$ cat config.mk
export PLATFORM = sky130hd
export DESIGN_NAME = mult_seq
export DESIGN_NICKNAME = d
export VERILOG_FILES = /design/src/rtl/mult_seq.sv
export SDC_FILE = /design/constraint.sdc
export NUM_CORES = 1
export LEC_CHECK = 0
export CORE_MARGIN = 2
export CORE_UTILIZATION = 28
export CTS_CLUSTER_SIZE = 40
export DETAILED_ROUTE_END_ITERATION = 8
export PLACE_DENSITY_LB_ADDON = 0.1
export SYNTH_ARGS = -nofsm -noshare
export SYNTH_HDL_FRONTEND = slang
export SYNTH_SLANG_ARGS = --single-unit
$ cat constraint.sdc
create_clock -name clk -period 5.6 [get_ports clk]
set_input_delay 0.84 -clock clk [delete_from_list [all_inputs] [get_ports clk]]
set_output_delay 0.84 -clock clk [all_outputs]
set_load 0.02 [all_outputs]
$ cat src/rtl/mult_seq.sv
`default_nettype none
// +----------------------------------------------------------------------------+
// | Module : mult_seq                                                           |
// | Brief  : Parametrised sequential shift-add multiplier, WIDTH+3 cycles/op.   |
// |          Define MULT_SEQ_SIGNED_EN for two's-complement operands.           |
// | Rev    : 1.0  initial release                                              |
// +----------------------------------------------------------------------------+
module mult_seq #(
   parameter int WIDTH = 8
) (
   input  logic                 clk,
   input  logic                 reset_l,
   input  logic                 start,
   input  logic [WIDTH-1:0]     mcand,
   input  logic [WIDTH-1:0]     mplier,
   output logic                 rdy,
   output logic                 done,
   output logic [2*WIDTH-1:0]   product
);

   localparam int CNT_W = $clog2(WIDTH);
   localparam logic [CNT_W-1:0] c_last = CNT_W'(WIDTH - 1);

   typedef enum logic [1:0] {
      S_IDLE = 2'd0,
      S_LOAD = 2'd1,
      S_RUN  = 2'd2,
      S_DONE = 2'd3
   } state_t;

   state_t             r_state;
   state_t             w_state_next;
   logic [2*WIDTH-1:0] r_mcand_ext;
   logic [WIDTH-1:0]   r_mplier;
   logic [2*WIDTH-1:0] r_acc;
   logic [CNT_W-1:0]   r_cnt;

   logic [2*WIDTH-1:0] w_mcand_ext;
   logic [2*WIDTH-1:0] w_addend;
   logic [2*WIDTH-1:0] w_acc_step;
   logic               w_last;
   logic               w_sub;

   assign w_last = (r_cnt == c_last);

`ifdef MULT_SEQ_SIGNED_EN
   // Multiplier MSB carries weight -2^(WIDTH-1), hence the final subtract.
   assign w_mcand_ext = {{WIDTH{mcand[WIDTH-1]}}, mcand};
   assign w_sub       = w_last;
`else
   assign w_mcand_ext = {{WIDTH{1'b0}}, mcand};
   assign w_sub       = 1'b0;
`endif

   assign w_addend   = r_mcand_ext << r_cnt;
   assign w_acc_step = !r_mplier[0] ? r_acc :
                       w_sub        ? (r_acc - w_addend) : (r_acc + w_addend);

   always_ff @(posedge clk or negedge reset_l) begin
      if (!reset_l)
         r_state <= S_IDLE;
      else
         r_state <= w_state_next;
   end

   always_comb begin
      w_state_next = r_state;
      rdy          = 1'b0;
      done         = 1'b0;
      case (r_state)
         S_IDLE: begin
            rdy = 1'b1;
            if (start)
               w_state_next = S_LOAD;
         end
         S_LOAD: w_state_next = S_RUN;
         S_RUN: begin
            if (w_last)
               w_state_next = S_DONE;
         end
         S_DONE: begin
            done         = 1'b1;
            w_state_next = S_IDLE;
         end
         default: w_state_next = S_IDLE;
      endcase
   end

   // Operands are captured on the accept edge itself so later input changes
   // cannot leak into the operation.
   always_ff @(posedge clk or negedge reset_l) begin
      if (!reset_l) begin
         r_mcand_ext <= '0;
         r_mplier    <= '0;
         r_acc       <= '0;
         r_cnt       <= '0;
         product     <= '0;
      end else begin
         case (r_state)
            S_IDLE: begin
               if (start) begin
                  r_mcand_ext <= w_mcand_ext;
                  r_mplier    <= mplier;
               end
            end
            S_LOAD: begin
               r_acc <= '0;
               r_cnt <= '0;
            end
            S_RUN: begin
               r_acc    <= w_acc_step;
               r_mplier <= r_mplier >> 1;
               r_cnt    <= r_cnt + CNT_W'(1);
               // Result registered on the final step so it is valid alongside done.
               if (w_last)
                  product <= w_acc_step;
            end
            default: ;
         endcase
      end
   end

endmodule
`default_nettype wire

==> run summary <==
### Clock network
* clock slew at reported path FFs: 0.07 ns
* Root Driver: sky130_fd_sc_hd__clkbuf_16
* Resized cells post-CTS: 0
* H-Tree Depth: 2
* maximum number of buffers from clock root to sink: 2
* number of buffers created by CTS: 5
* number of buffers inserted by hold repair at cts: 0
* CTS tree: done
* insertion delay to the later sink of the worst-skew pair: 0.30 ns
* clock sinks: 53
* setup bufs post-CTS: 0

### Yosys
* number of flops mapped to enable cells by yosys: 0
* multiplexer fraction of the synthesized cell area: 10.19%
* post-synthesis compound-gate area fraction: 21.91%
* number of unique standard cell types used by synthesis: 45
* simple-gate share of the synthesized area: 12.80%
* ys async rst share: 100.0%
* number of instances in the synthesized netlist: 372
* post-synthesis instance area: 0.003352 mm^2
* synthesis-stage register bit count: 53
* share of the yosys chip area belonging to registers: 39.57%
* adder and majority cell fraction of the synthesized area: 8.063%
* largest family of logic cells by synthesized area: compound AO/OA/AOI/OAI gates
* most used flip-flop cell after synthesis: sky130_fd_sc_hd__dfrtp_1
* per-instance average area after synthesis: 9.011 um^2
* Net Count, Synth: 412
* xor and xnor fraction of the mapped netlist area: 3.658%
* total of warnings raised by yosys: 0

### Setup path
* critical path arrival: 3.29 ns
* kind of critical path: reg -> reg
* critical-path maximum fanout: 13
* worst path required time: 5.79 ns
* launching element type of the critical path: register
* nature of the critical path endpoint: register
* flop-to-flop setup slack: 2.50 ns

### Final layout
* Final Instance Count excl. Fillers: 545
* most frequent cells in the layout: sky130_fd_sc_hd__nand2_1, sky130_fd_sc_hd__dfrtp_1, sky130_fd_sc_hd__a21oi_1, sky130_fd_sc_hd__clkdlybuf4s50_1, sky130_fd_sc_hd__o22ai_1
* Layout Nets: 441
* fraction of final layout cells sized beyond drive strength 1: 8.209%
* Layout area overhead: 19.07%
* share of the core filled with cells in the final layout: 34.51%
* final non-filler cell area: 0.003991 mm^2
* most common cell after layout, fill and taps aside: sky130_fd_sc_hd__nand2_1
* number of antenna cells inserted: 0

### Detailed routing
* Detailed Route Iter0 Violations: 96
* TritonRoute pass-1 iters: 5
* drc violations: 0
* post-route ant nets: 0
* vias after detailed routing: 2722
* wire length per cell after detailed routing: 15.18 um
* final wirelength: 8.274 mm
* routed via count divided by cell count: 4.994

### Placed design
* Post-Place Worst Slack: 2.450 ns
* dpl cells: 537
* DP Area: 0.003845 mm^2
* RD Place Congestion: 0.8495
* IO Port Bufs: 36
* total half-perimeter wirelength after legalization and detailed placement: 6.157 mm

### Timing
* Final setup viols: 0
* final setup skew: 0.008348 ns
* unrepaired setup endpoints after global routing: false
* post-route fraction of the period consumed by the critical path: 55.37%
* number of pins with negative max-slew slack in the final report: 0
* min cycle time layout: 3.100 ns
* number of failing hold endpoints at the final stage: 0
* Peak Freq: 322.5 MHz
* transition time at the pin with the least slew margin: 0.9778 ns
* setup slack of the critical path after layout: 2.500 ns
* final setup TNS: 0 ns
* Worst slew margin: 34.81%

### Run
* max-capacitance violation count: 0

### Floorplanning
* Die H: 113.4 um
* Die W: 113.4 um
* die area: 0.01286 mm^2
* count of pins on the block boundary: 37
* core area: 0.01156 mm^2
* number of standard-cell rows in the floorplan: 39
* initial standard-cell utilization of the core: 28.98%

### Power
* Leakage Power: 1.713 nW
* power density over the cells: 523.2 mW/mm^2
* worst IR drop on VDD: 0.1443 mV

### GRT
* total global-route track usage: 13.74%
* wire length of the first global-routing pass: 14.21 mm
* GRT overflow: 0
* via count of the first global-routing pass: 2813
* largest net degree at the start of global routing: 54
* antenna violations before repair: 0

### Outcome
* outcome: finished, final reports clean

### Hold path
* type of the most critical hold path: reg -> reg

-- per-stage QoR --
step | hold slack [ns] | total power [mW]
floorplan | 0.4758 | 1.473
global route | 0.5142 | 2.286
CTS | 0.4868 | 2.115
finish | 0.4764 | 2.088
global placement | 0.4612 | 1.779
detailed placement | 0.4692 | 1.787
-- cell type report --
class                           instances  area, um^2
Timing Repair Buffer                   39       377.9
Inverter                               17       63.81
Clock inverter                          3       21.27
Multi-Input combinational cell        285        1898
Clock buffer                            5       125.1
Tap cell                              143       178.9
Sequential cell                        53        1326
Fill cell                            1211        7574
-- metal layers --
layer	routed length, um	GRT usage, %
met4	61	2.927
met3	218	2.232
met2	3581	21.72
met1	4413	19.91
met5	0	0
-- synthesized netlist by cell type, drive strengths merged, types with 12 or more instances --
cell / number / area share [%]
nand2: 54 / 6.0
mux2: 17 / 5.7
nor2: 19 / 2.1
o21ai: 31 / 4.6
a21oi: 35 / 5.2
xnor2: 12 / 3.1
dfrtp: 53 / 40
ha: 20 / 7.5
inv: 16 / 1.8
o22ai: 26 / 4.9
mux2i: 15 / 4.5
clkbuf: 13 / 1.5
-- cell families after synthesis --
group           count (synthesis)
xor+xnor                       14
simple gates                   98
fa+ha+maj                      21
buf+inv                        34
compound gates                120
mux                            32
flops                          53
-- flip-flops by register name, summed over array words and instances (netlist names) --
| name | flops |
|---|---|
| r_state | 2 |
| product | 16 |
| r_mcand_ext | 8 |
| r_cnt | 3 |
| r_mplier | 8 |
| r_acc | 16 |
-- report_power, final --
part,internal (mW),switching [mW],leakage (nW)
combinational,0.480,0.706,0.948
clock,0.167,0.152,0.0702
sequential,0.481,0.102,0.695
-- final timing paths --
kind	from	cells after the start	end
max in group asynchronous	reset_l	2	r_acc[9]
max reg2reg	r_cnt[1]	12	r_acc[15]
min reg2reg	product[4]	2	product[4]
min in group asynchronous	reset_l	2	r_state[1]
min	product[4]	2	product[4]
max	r_cnt[1]	12	r_acc[15]
-- critical path, stage by stage, from the launching register on --
cell	delay [ns]
sky130_fd_sc_hd__dfrtp_1	0.64
sky130_fd_sc_hd__mux2_2	0.40
sky130_fd_sc_hd__nand2_1	0.06
sky130_fd_sc_hd__o21ai_0	0.10
sky130_fd_sc_hd__nor2_1	0.11
sky130_fd_sc_hd__a21oi_1	0.06
sky130_fd_sc_hd__ha_1	0.38
sky130_fd_sc_hd__a21oi_1	0.21
sky130_fd_sc_hd__o21ai_0	0.16
sky130_fd_sc_hd__a31oi_2	0.21
sky130_fd_sc_hd__nor2_1	0.07
sky130_fd_sc_hd__o31a_1	0.29
sky130_fd_sc_hd__a221o_1	0.30
No activity file was read; power rests on OpenSTA's default activity.
